## src/rtl/pattern_frame_gen_det_if.sv

```systemverilog
// pattern_frame_gen_det_if: control, serial line and detector signals of the frame generator/detector.
interface pattern_frame_gen_det_if #(
  parameter int SEL_W = 2,
  parameter int CNT_W = 8
);
  logic             GO;
  logic [SEL_W-1:0] MODE;
  logic             REPEAT;
  logic             SIG;
  logic             SYNC;
  logic             BUSY;
  logic             DONE;
  logic             RX_SIG;
  logic             RX_SYNC;
  logic             CLR_CNT;
  logic             SEQ;
  logic [CNT_W-1:0] MATCH_CNT;
  modport master (
    output GO, MODE, REPEAT, RX_SIG, RX_SYNC, CLR_CNT,
    input  SIG, SYNC, BUSY, DONE, SEQ, MATCH_CNT
  );
  modport slave (
    input  GO, MODE, REPEAT, RX_SIG, RX_SYNC, CLR_CNT,
    output SIG, SYNC, BUSY, DONE, SEQ, MATCH_CNT
  );
endinterface

```

## src/rtl/pattern_frame_gen_det.sv

```systemverilog
// pattern_frame_gen_det: serial frame generator from a pattern table plus an independent frame detector with match counter.
module pattern_frame_gen_det #(
  parameter int                              FRAME_W   = 4,
  parameter int                              SEL_W     = 2,
  parameter logic [FRAME_W*(2**SEL_W)-1:0]   PAT_TABLE = {4'b1111, 4'b0110, 4'b0101, 4'b1001},
  parameter logic [FRAME_W-1:0]              MATCH_PAT = 4'b0110,
  parameter bit                              MSB_FIRST = 1'b0,
  parameter int                              CNT_W     = 8
) (
  input  logic                    CLK,
  input  logic                    RST_N,
  pattern_frame_gen_det_if.slave  bus
);
  localparam int IW = $clog2(FRAME_W + 1);
  localparam int CW = $clog2(FRAME_W);
  localparam logic [IW-1:0] IDX_END  = IW'(FRAME_W);
  localparam logic [CW-1:0] CNT_LAST = CW'(FRAME_W - 1);
  typedef enum logic {IDLE, SEND} gen_t;
  typedef enum logic {WAIT, COLLECT} det_t;
  // Table entries stored in transmit order so the generator always shifts out bit 0
  logic [FRAME_W-1:0] ent [2**SEL_W];
  for (genvar g = 0; g < 2**SEL_W; g++) begin : g_ent
    for (genvar b = 0; b < FRAME_W; b++) begin : g_bit
      assign ent[g][b] = PAT_TABLE[g*FRAME_W + (MSB_FIRST ? FRAME_W-1-b : b)];
    end
  end
  gen_t               gst_q, gst_d;
  logic [FRAME_W-1:0] pat_q, pat_d;
  logic [IW-1:0]      idx_q, idx_d;
  logic               sig_q, sig_d, sync_q, sync_d, busy_q, busy_d, done_q, done_d;
  logic [FRAME_W-1:0] ent_sel;
  logic               start, sending, at_end;
  det_t               dst_q, dst_d;
  logic [FRAME_W-1:0] word_q, word_d;
  logic [CW-1:0]      cnt_q, cnt_d;
  logic               seq_q, seq_d;
  logic [CNT_W-1:0]   mcnt_q, mcnt_d;
  logic               take, last;
  assign ent_sel = ent[bus.MODE];
  assign at_end  = (gst_q == SEND) && (idx_q == IDX_END);
  assign sending = (gst_q == SEND) && (idx_q != IDX_END);
  assign start   = (gst_q == IDLE) ? bus.GO : at_end && bus.REPEAT;
  always_ff @(posedge CLK or negedge RST_N)
    if (!RST_N) begin
      gst_q <= IDLE;
      dst_q <= WAIT;
    end else begin
      gst_q <= gst_d;
      dst_q <= dst_d;
    end
  always_comb gst_d = start ? SEND : at_end ? IDLE : gst_q;
  always_comb begin
    pat_d  = start ? ent_sel >> 1 : pat_q >> 1;
    idx_d  = start ? IW'(1) : sending ? idx_q + 1'b1 : idx_q;
    sig_d  = start ? ent_sel[0] : sending ? pat_q[0] : 1'b0;
    sync_d = start;
    busy_d = start | sending;
    done_d = at_end && !bus.REPEAT;
  end
  // A SYNC always restarts collection, aborting any partial frame
  assign take = bus.RX_SYNC | (dst_q == COLLECT);
  assign last = !bus.RX_SYNC && (dst_q == COLLECT) && (cnt_q == CNT_LAST);
  always_comb dst_d = bus.RX_SYNC ? COLLECT : last ? WAIT : dst_q;
  always_comb begin
    word_d = !take ? word_q :
             MSB_FIRST ? {word_q[FRAME_W-2:0], bus.RX_SIG} : {bus.RX_SIG, word_q[FRAME_W-1:1]};
    cnt_d  = bus.RX_SYNC ? CW'(1) : (dst_q == COLLECT) ? cnt_q + 1'b1 : cnt_q;
    seq_d  = last && (word_d == MATCH_PAT);
    mcnt_d = bus.CLR_CNT ? '0 : (seq_q && mcnt_q != '1) ? mcnt_q + 1'b1 : mcnt_q;
  end
  always_ff @(posedge CLK or negedge RST_N)
    if (!RST_N) begin
      pat_q  <= '0;
      idx_q  <= '0;
      sig_q  <= 1'b0;
      sync_q <= 1'b0;
      busy_q <= 1'b0;
      done_q <= 1'b0;
      word_q <= '0;
      cnt_q  <= '0;
      seq_q  <= 1'b0;
      mcnt_q <= '0;
    end else begin
      pat_q  <= pat_d;
      idx_q  <= idx_d;
      sig_q  <= sig_d;
      sync_q <= sync_d;
      busy_q <= busy_d;
      done_q <= done_d;
      word_q <= word_d;
      cnt_q  <= cnt_d;
      seq_q  <= seq_d;
      mcnt_q <= mcnt_d;
    end
  assign bus.SIG       = sig_q;
  assign bus.SYNC      = sync_q;
  assign bus.BUSY      = busy_q;
  assign bus.DONE      = done_q;
  assign bus.SEQ       = seq_q;
  assign bus.MATCH_CNT = mcnt_q;
endmodule

```

## src/flat_wrapper.sv

```systemverilog
// flat-port wrapper written by rule: the top's interface ports become plain ports
module pattern_frame_gen_det_flat 
#(
  parameter int                              FRAME_W   = 4,
  parameter int                              SEL_W     = 2,
  parameter logic [FRAME_W*(2**SEL_W)-1:0]   PAT_TABLE = {4'b1111, 4'b0110, 4'b0101, 4'b1001},
  parameter logic [FRAME_W-1:0]              MATCH_PAT = 4'b0110,
  parameter bit                              MSB_FIRST = 1'b0,
  parameter int                              CNT_W     = 8
)
  (CLK, RST_N, bus_GO, bus_MODE, bus_REPEAT, bus_RX_SIG, bus_RX_SYNC, bus_CLR_CNT, bus_SIG, bus_SYNC, bus_BUSY, bus_DONE, bus_SEQ, bus_MATCH_CNT);
  pattern_frame_gen_det_if #(.SEL_W(SEL_W), .CNT_W(CNT_W)) bus_i ();
  input  logic CLK;
  input  logic RST_N;
  input wire logic [$bits(bus_i.GO)-1:0] bus_GO;
  input wire logic [$bits(bus_i.MODE)-1:0] bus_MODE;
  input wire logic [$bits(bus_i.REPEAT)-1:0] bus_REPEAT;
  input wire logic [$bits(bus_i.RX_SIG)-1:0] bus_RX_SIG;
  input wire logic [$bits(bus_i.RX_SYNC)-1:0] bus_RX_SYNC;
  input wire logic [$bits(bus_i.CLR_CNT)-1:0] bus_CLR_CNT;
  output wire logic [$bits(bus_i.SIG)-1:0] bus_SIG;
  output wire logic [$bits(bus_i.SYNC)-1:0] bus_SYNC;
  output wire logic [$bits(bus_i.BUSY)-1:0] bus_BUSY;
  output wire logic [$bits(bus_i.DONE)-1:0] bus_DONE;
  output wire logic [$bits(bus_i.SEQ)-1:0] bus_SEQ;
  output wire logic [$bits(bus_i.MATCH_CNT)-1:0] bus_MATCH_CNT;
  assign bus_i.GO = bus_GO;
  assign bus_i.MODE = bus_MODE;
  assign bus_i.REPEAT = bus_REPEAT;
  assign bus_i.RX_SIG = bus_RX_SIG;
  assign bus_i.RX_SYNC = bus_RX_SYNC;
  assign bus_i.CLR_CNT = bus_CLR_CNT;
  assign bus_SIG = bus_i.SIG;
  assign bus_SYNC = bus_i.SYNC;
  assign bus_BUSY = bus_i.BUSY;
  assign bus_DONE = bus_i.DONE;
  assign bus_SEQ = bus_i.SEQ;
  assign bus_MATCH_CNT = bus_i.MATCH_CNT;
  pattern_frame_gen_det #(.FRAME_W(FRAME_W), .SEL_W(SEL_W), .PAT_TABLE(PAT_TABLE), .MATCH_PAT(MATCH_PAT), .MSB_FIRST(MSB_FIRST), .CNT_W(CNT_W)) u_core (.CLK(CLK), .RST_N(RST_N), .bus(bus_i));
endmodule
```

## config.mk

```make
export PLATFORM = sky130hd
export DESIGN_NAME = pattern_frame_gen_det_flat
export DESIGN_NICKNAME = d
export VERILOG_FILES = /design/src/rtl/pattern_frame_gen_det_if.sv /design/src/rtl/pattern_frame_gen_det.sv /design/src/flat_wrapper.sv
export SDC_FILE = /design/constraint.sdc
export NUM_CORES = 1
export LEC_CHECK = 0
export ABC_AREA = 1
export CAP_MARGIN = 20
export CORE_UTILIZATION = 52
export CTS_CLUSTER_SIZE = 24
export DETAILED_ROUTE_END_ITERATION = 8
export GPL_TIMING_DRIVEN = 0
export PLACE_DENSITY = 0.82
export SKIP_LAST_GASP = 1
export SYNTH_ARGS = -nofsm -noshare
export SYNTH_HDL_FRONTEND = slang
export SYNTH_SLANG_ARGS = --single-unit
```

## constraint.sdc

```tcl
create_clock -name CLK -period 1.85 [get_ports CLK]
set_clock_uncertainty 0.1 [all_clocks]
set_input_delay 0.37 -clock CLK [delete_from_list [all_inputs] [get_ports CLK]]
set_output_delay 0.37 -clock CLK [all_outputs]
set_load 0.05 [all_outputs]
```

After elaboration in Yosys (flattened, before gate mapping)
Index checks and enable logic that the tools add are counted.
{"block": "word_totals", "regBits": 28, "in_bits": 9, "output_inout_bits": 13, "word_cells": 57}
{"block": "op_classes", "addsub": 3, "n_lt_le_gt_ge": 1, "eq_ne": 5, "n_mux": 18, "n_bitwise": 3, "reduce_logical": 15}
{"op": "$mux 8", "n": 2}
{"op": "$mux 4", "n": 3}
{"op": "$reduce_bool 2->1", "n": 5}
{"op": "$mux 3", "n": 3}
{"op": "$add 8x1->8 const B", "n": 1}
{"op": "$bmux 4 s2", "n": 1}
{"op": "$logic_and 1x1->1", "n": 8}
{"op": "$ne 8x8->1 const B", "n": 1}
{"op": "$mux 1", "n": 7}
{"op": "$eq 4x3->1 const B", "n": 1}
{"op": "$mux 2", "n": 2}
{"op": "$add 3x1->3 const B", "n": 1}
{"op": "$eq 3x3->1 const B", "n": 1}
{"op": "$ge 3x3->1 const B", "n": 1}
{"op": "$ne 3x3->1 const B", "n": 1}
{"op": "$not 2->3", "n": 1}
{"op": "$add 2x1->2 const B", "n": 1}
{"op": "$eq 2x2->1 const B", "n": 1}
{"op": "$logic_not 1->1", "n": 2}
{"op": "$or 1x1->1", "n": 2}

Longest topological paths before layout
Gate-level depths: netlist of run 1.
{"block": "logic_depth", "ltp_word": 5, "ltp_mapped": 8}

Worst setup path before layout of run 1
Ideal clock, no wire load.
{"block": "synth_path", "path_kind": "register to register", "from": "register u_core.mcnt_q[1], in the netlist u_core.bus.MATCH_CNT[1]", "to": "register u_core.mcnt_q[2], in the netlist u_core.bus.MATCH_CNT[2]", "setup_time_ns": 0.119, "arrival_time_ns": 1.484, "required_ns": 1.631, "setup_slack_ns": 0.147, "stages_incl_launch_ff": 9, "period_less_slack_ns": 1.703, "cell_sequence": "dfrtp_1 > ha_1 > nand2_2 > nor2_2 > nand2_2 > nand2_4 > inv_4 > nand3_1 > nand2_1"}
{"block": "synth_via", "elab_chain_len": 3, "word_cells_on_any_way": 6}
{"item": "from (decl)", "line_no": "pattern_frame_gen_det.sv:37", "rtl": "logic [CNT_W-1:0] mcnt_q, mcnt_d;"}
{"item": "from (signal assigned)", "line_no": "pattern_frame_gen_det.sv:93", "rtl": "mcnt_q <= mcnt_d;"}
{"item": "$add 8x1->8 / $ne 8x8->1 (equally long branches)", "line_no": "pattern_frame_gen_det.sv:69", "rtl": "mcnt_d = bus.CLR_CNT ? '0 : (seq_q && mcnt_q != '1) ? mcnt_q + 1'b1 : mcnt_q;"}
{"item": "$mux 8 / $logic_and 1x1->1 (equally long branches)", "line_no": "pattern_frame_gen_det.sv:69"}
{"item": "$mux 8 / $reduce_bool 2->1 (equally long branches)"}
Several ways; a longest one is shown, not always the timed one. The select of a mux whose other input is x is not followed.
A chain may end at the register's enable or synchronous reset.

Worst setup path in the final report of run 1
{"block": "layout_path", "from": "register u_core.seq_q, in the netlist u_core.bus.SEQ", "to": "output port bus_SEQ"}
{"item": "from (decl)", "line_no": "pattern_frame_gen_det.sv:36", "rtl": "logic seq_q, seq_d;"}
{"item": "from (signal assigned)", "line_no": "pattern_frame_gen_det.sv:92", "rtl": "seq_q <= seq_d;"}
{"item": "to (decl)", "line_no": "flat_wrapper.sv:25", "rtl": "output wire logic [$bits(bus_i.SEQ)-1:0] bus_SEQ;"}
No word-level cell between the ends.

==> results of run 1 <==
[synth_stat cells, drive strengths merged]
| cell type | number | area, µm² |
|---|---|---|
| nand2 | 40 | 163 |
| a21oi | 3 | 15.0 |
| nor2 | 15 | 66.3 |
| xor2 | 2 | 17.5 |
| a22o | 1 | 8.76 |
| inv | 23 | 88.8 |
| o21bai | 2 | 15.0 |
| nand3 | 22 | 120 |
| ha | 6 | 75.1 |
| buf | 1 | 5.00 |
| o21ai | 11 | 73.8 |
| nand4 | 1 | 6.26 |
| dfrtp | 27 | 676 |
[flip-flops by register name, summed over array words and instances, names as in the netlist]
register              cells
u_core.bus.SEQ            1
u_core.idx_q              3
u_core.bus.MATCH_CNT      8
u_core.bus.SIG            1
u_core.bus.BUSY           1
u_core.word_q             4
u_core.gst_q              1
u_core.cnt_q              2
u_core.bus.SYNC           1
u_core.pat_q              3
u_core.bus.DONE           1
u_core.dst_q              1
[final timing paths]
check / to / slack [ns]
min reg2reg: u_core.bus.SIG / 0.38
max: bus_SEQ / 0.06
max in group asynchronous: u_core.word_q[3] / 0.96
min: u_core.bus.MATCH_CNT[2] / 0.23
max reg2reg: u_core.idx_q[2] / 0.26
min in group CLK: u_core.bus.SIG / 0.38
[per-layer routing]
metal | part of all wire, % | wire length, µm | GRT usage (%)
met5 | 0 | 0 | 0
met4 | 1.3 | 31 | 10.5
met3 | 3.0 | 73 | 2.61
met2 | 52 | 1270 | 36.9
met1 | 43 | 1040 | 25.2
[cell families after synthesis]
logic type | Yosys count | share of synthesized area, %
flip-flops | 27 | 50.8
adder cells (fa/ha/maj) | 6 | 5.64
buffers and inverters | 24 | 7.06
XOR/XNOR | 2 | 1.32
AO/OA/AOI/OAI | 17 | 8.47
AND/OR/NAND/NOR | 78 | 26.7
[power by group through the flow]
stage | Clock, mW | Combinational [mW] | Sequential, mW
6_report | 0.248 | 0.544 | 0.806
4_1_cts | 0.258 | 0.552 | 0.806
3_3_place_gp | 0 | 0.523 | 0.812
3_5_place_dp | 0 | 0.569 | 0.820
5_1_grt | 0.279 | 0.614 | 0.822
2_1_floorplan | 0 | 0.297 | 0.904
[final cells by class]
type / count / share of cell area [%]
repair buffers: 22 / 13.4
multi-input cells: 103 / 34.9
clock inverters: 1 / 0.311
well taps: 28 / 2.18
clock buffers: 3 / 1.40
flip-flops and latches: 27 / 42.0
inverters: 23 / 5.53
plain buffers: 1 / 0.311
[through the flow]
stage | hold slack, ns | power [mW] | area [µm²] | setup WS, ns | util, %
final | 0.234 | 1.60 | 1610 | 0.0600 | 69.3
after global routing | 0.258 | 1.71 | 1610 | 0.00398 | 69.3
after CTS | 0.242 | 1.62 | 1610 | -0.00724 | 69.6
after detailed placement | 0.344 | 1.39 | 1600 | 0.0872 | 69.1
after global placement | 0.339 | 1.33 | 1580 | -0.0162 | 67.9
after floorplan | -0.0256 | 1.20 | 1330 | 0.147 | -
[placed cells by master (no fill, tap or decap), types with 2 or more instances in the layout]
cell / count
dfrtp_1: 27
clkbuf_4: 3
nand2_1: 37
o21ai_1: 3
nand3_2: 2
nand3_1: 20
o21ai_2: 2
nand2_2: 2
inv_1: 21
dlygate4sd2_1: 10
nor2_1: 13
a21oi_1: 3
xor2_1: 2
o21ai_0: 5
clkdlybuf4s50_1: 8
ha_1: 6
o21bai_1: 2
clkbuf_2: 2
[repair_timing]
action	in CTS	in global routing
setup buffers	0	0
hold endpoints to repair	0	0
gates resized for setup	13	5
cloned	0	0
setup endpoints to repair	13	3
==> reports/summary.txt, run 1 <==
# hold bufs at CTS - 0
Final nets - 196
Synth warnings - 0
Final min period - 1.79 ns
Cell variety after synth - 23
num ports - 22
register area share after synthesis - 50.8%
placed cells - 204
WS Path Type - flop to output pin
Mapped Nets - 169
clk_lat worst skew - 0.32 ns
VDD IR max - 1.17 mV
cell area after synthesis - 1330 µm²
crit path max-delay cell type - dlygate4sd2_1
Crit path largest cell delay - 0.55 ns
Hold Vio Cnt, Final - 0
CP Capture Type - output pin
die area - 2760 µm²
max-cap viol count - 0
Routed Antenna Nets - 0
Pins Over Slew Limit - 0
num rows - 17
pwr dens - 994 nW/µm²
largest net degree at the start of global routing - 21
die height - 52.6 µm
Die Width - 52.6 µm
Final period util - 96.8%
Hold Path Class - primary input to asynchronous set/reset pin
slew margin rel. - 67.1%
FMAX - 559 MHz
area of the multi-input gates - 561 µm²
Sum Neg Setup Slack - 0 ns
maximum fanout along the worst path - 3
worst slew pin tran - 0.495 ns
number of port buffers - 21
Req. time, crit path - 1.38 ns
Internal - 0.998 mW
initial drt markers - 15
clock root buffer - clkbuf_4
grt ovf - 0
RSZ-0062 raised after global routing - no
worst setup path startpoint - u_core.bus.SEQ
layout cells sized above 1 - 11.1%
# setup viols final - 0
drt drc - 0
Buf/Inv on CP - 1
TritonCTS clock tree - yes
Crit path max-delay family - buffers and inverters
signal arrival time at the worst endpoint - 1.32 ns
CTS clk-pin slew, worst paths - 0.15 ns
Mean Syn Cell Area - 8.64 µm²
Clk pwr share - 15.5%
fill cell count - 193
area delta synth->final - 20.9%
Seq cells post-synth - 27
leakage dissipation - 0.848 nW
initial antenna violation count - 0
Core Area - 2320 µm²
final cell count without fillers - 208
status - complete, no violations
vias per cell - 5.03
GRT Util Overall - 21.1%
Comb pwr share - 34.0%
H-Tree Level Count - 1
DP HPWL - 1.90 mm
RR Startpoint - u_core.idx_q[0]
GP Congestion - 0.797
vias in the first global route - 993
Critical Path Stages - 1
Post-Syn Instances - 154
Detailed Routing Iterations Pass 1 - 4
final wirelength - 2.42 mm
critical path launch point type - flop
CTS buffer count - 3
clk sink count - 27
Vias - 1,046
Net Sw Frac - 37.6%
Reg power frac - 50.4%
r2r worst-path depth - 6
DR WL/cell - 11.6 µm
first-pass GRT wire length - 4.13 mm
worst-path cell chain - dlygate4sd2_1
switching pwr - 0.601 mW
clk buf depth - 2
initial core utilization - 57.4%
n_diodes - 0
Seq. cell area - 676 µm²
Power figures use the tool's default switching activity.
==> run 2, diff against run 1 <==
CORE_UTILIZATION = 56   (was 52)
PLACE_DENSITY = 0.87   (was 0.82)
clock period = 2.07 ns   (was 1.85 ns; I/O delays follow)
==> run 2 against run 1 <==
Against the previous run:
- sequential power down 11%
- largest power group unchanged
- global-route usage up 0.60 points
- combinational power down 7.9%
- largest cell class unchanged
- via count up 2.5%
- critical endpoint is now bus_SIG
- critical path type unchanged
- sequential share of layout area down 0.26 points
==> reports/summary.txt, run 2 (synthesis results as in run 1) <==
worst-path cell chain - clkdlybuf4s50_1
Worst Setup Slack, final - 0.0679 ns (+0.00798 ns)
Routed Antenna Nets - 0 (unchanged)
DR WL/cell - 11.7 µm (+0.37%)
Final min period - 2.00 ns
Net Sw Frac - 36.8% (-0.79 points)
pwr dens - 892 nW/µm² (-10%)
GP Congestion - 0.845 (+6.1%)
most common cell after layout, fill and taps aside - nand2_1
area delta synth->final - 21.6%
Clk pwr share - 15.5% (about the same)
Buf/Inv on CP - 1 (unchanged)
maximum fanout along the worst path - 1 (-2)
slew margin rel. - 66.2% (-0.90 points)
crit path max-delay cell type - clkdlybuf4s50_1
leakage dissipation - 0.845 nW (-0.37%)
die area - 2570 µm² (-6.9%)
Req. time, crit path - 1.56 ns (+0.18 ns)
Die Width - 50.7 µm (-3.5%)
worst setup path startpoint - u_core.bus.SIG
clk buf depth - 2 (unchanged)
Comb pwr share - 34.7% (+0.7 points)
n_diodes - 0 (unchanged)
Final period util - 96.7%
vias per cell - 5.15 (+2.5%)
Pins Over Slew Limit - 0 (unchanged)
switching pwr - 0.531 mW (-12%)
initial antenna violation count - 0 (unchanged)
die height - 50.7 µm (-3.5%)
grt ovf - 0 (unchanged)
initial core utilization - 59.6% (+2.2 points)
max-cap viol count - 0 (unchanged)
Hold Path Class - primary input to asynchronous set/reset pin
# setup viols final - 0 (unchanged)
DP HPWL - 1.90 mm (about the same)
worst slew pin tran - 0.505 ns (+0.0100 ns)
Vias - 1,072 (+2.5%)
Reg power frac - 49.8% (-0.6 points)
Internal - 0.913 mW (-8.5%)
Sum Neg Setup Slack - 0 ns (unchanged)
clk_lat worst skew - 0.32 ns (about the same)
WS Path Type - flop to output pin
pre-CTS WS - 0.260 ns (+0.173 ns)
Hold Vio Cnt, Final - 0 (unchanged)
first-pass GRT wire length - 4.20 mm (+1.5%)
clock root buffer - clkbuf_4
num ports - 22 (unchanged)
Crit path largest cell delay - 0.80 ns (+0.25 ns)
status - complete, no violations
FMAX - 499 MHz
drt drc - 0 (unchanged)
vias in the first global route - 972 (-2.1%)
Core Area - 2230 µm² (-3.7%)
Final nets - 196 (unchanged)
VDD IR max - 0.771 mV (-34%)
number of port buffers - 21 (unchanged)
largest net degree at the start of global routing - 23 (+9.5%)
GRT Util Overall - 21.7% (+0.60 points)
Largest register FFs - 8 (unchanged)
num rows - 17 (unchanged)
TritonCTS clock tree - yes
CTS buffer count - 3 (unchanged)
initial drt markers - 12 (-3)
layout cells sized above 1 - 9.44% (-1.7 points)
most frequent cells in the layout - nand2_1 (37), dfrtp_1 (27), inv_1 (21), nand3_1 (20), nor2_1 (13)
H-Tree Level Count - 1 (unchanged)
clk sink count - 27 (unchanged)
RSZ-0062 raised after global routing - no
RR Startpoint - u_core.idx_q[0]
Detailed Routing Iterations Pass 1 - 4 (unchanged)
Crit path max-delay family - buffers and inverters
critical path launch point type - flop
final wirelength - 2.43 mm (+0.37%)
# hold bufs at CTS - 0 (unchanged)
CP Capture Type - output pin
CTS clk-pin slew, worst paths - 0.14 ns (about the same)
signal arrival time at the worst endpoint - 1.49 ns (+0.17 ns)
## run 2: cell count changes in the layout (fill, tap and decap cells not counted)
| cell | change |
|---|---|
| clkdlybuf4s50_1 | +4 |
| clkinv_2 | -1 |
| clkbuf_2 | -2 |
| clkdlybuf4s15_1 | -1 |
| clkbuf_1 | +1 |
| dlygate4sd2_1 | -1 |
## run 2: metal layers
layer	wire [µm]	global-route usage (%)	vias to the layer above
li1	-	-	542
met3	91	2.73	2
met2	1240	37.1	24
met4	19	5.56	0
met1	1080	29.0	504
met5	0	0	-
## run 2: through the flow
step                total power, mW  utilization (%)  instances  hold slack, ns  instance area, µm²
global route                   1.54             72.4        208           0.267                1620
detailed placement             1.24             71.8        204           0.342                1600
global placement               1.19             70.5        203           0.340                1580
finish                         1.44             72.4        208           0.260                1620
floorplan                      1.07                -        154          0.0184                1330
CTS                            1.46             72.4        208           0.264                1620
## run 2: power by group through the flow
stage               combinational [mW]  sequential, mW  clock (mW)
floorplan                        0.266           0.808           0
finish                           0.501           0.719       0.224
CTS                              0.511           0.719       0.231
global route                     0.560           0.734       0.246
global placement                 0.465           0.726           0
detailed placement               0.508           0.730           0
## run 2: what timing repair did
action / 4_1_cts / 5_1_grt
buffers inserted: 0 / 0
endpoints found under the setup margin: 9 / 0
resized for setup: 9 / 0
## run 2: path summary, 6_finish.rpt
kind / depth (start not counted) / to / slack, ns
max: 1 / bus_SIG / 0.07
min: 1 / u_core.bus.MATCH_CNT[7] / 0.26
max reg2reg: 6 / u_core.idx_q[0] / 0.50
min reg2reg: 2 / u_core.bus.SIG / 0.38
max in group asynchronous: 2 / u_core.bus.SIG / 1.18
min in group CLK: 2 / u_core.bus.SIG / 0.38
## run 2: final cells by class
cell class              count  area, µm²
plain buffers               1       5.00
clock buffers               4       26.3
fillers                   183        616
inverters                  23       88.8
multi-input cells         103        561
flip-flops and latches     27        676
well taps                  28       35.0
repair buffers             22        226
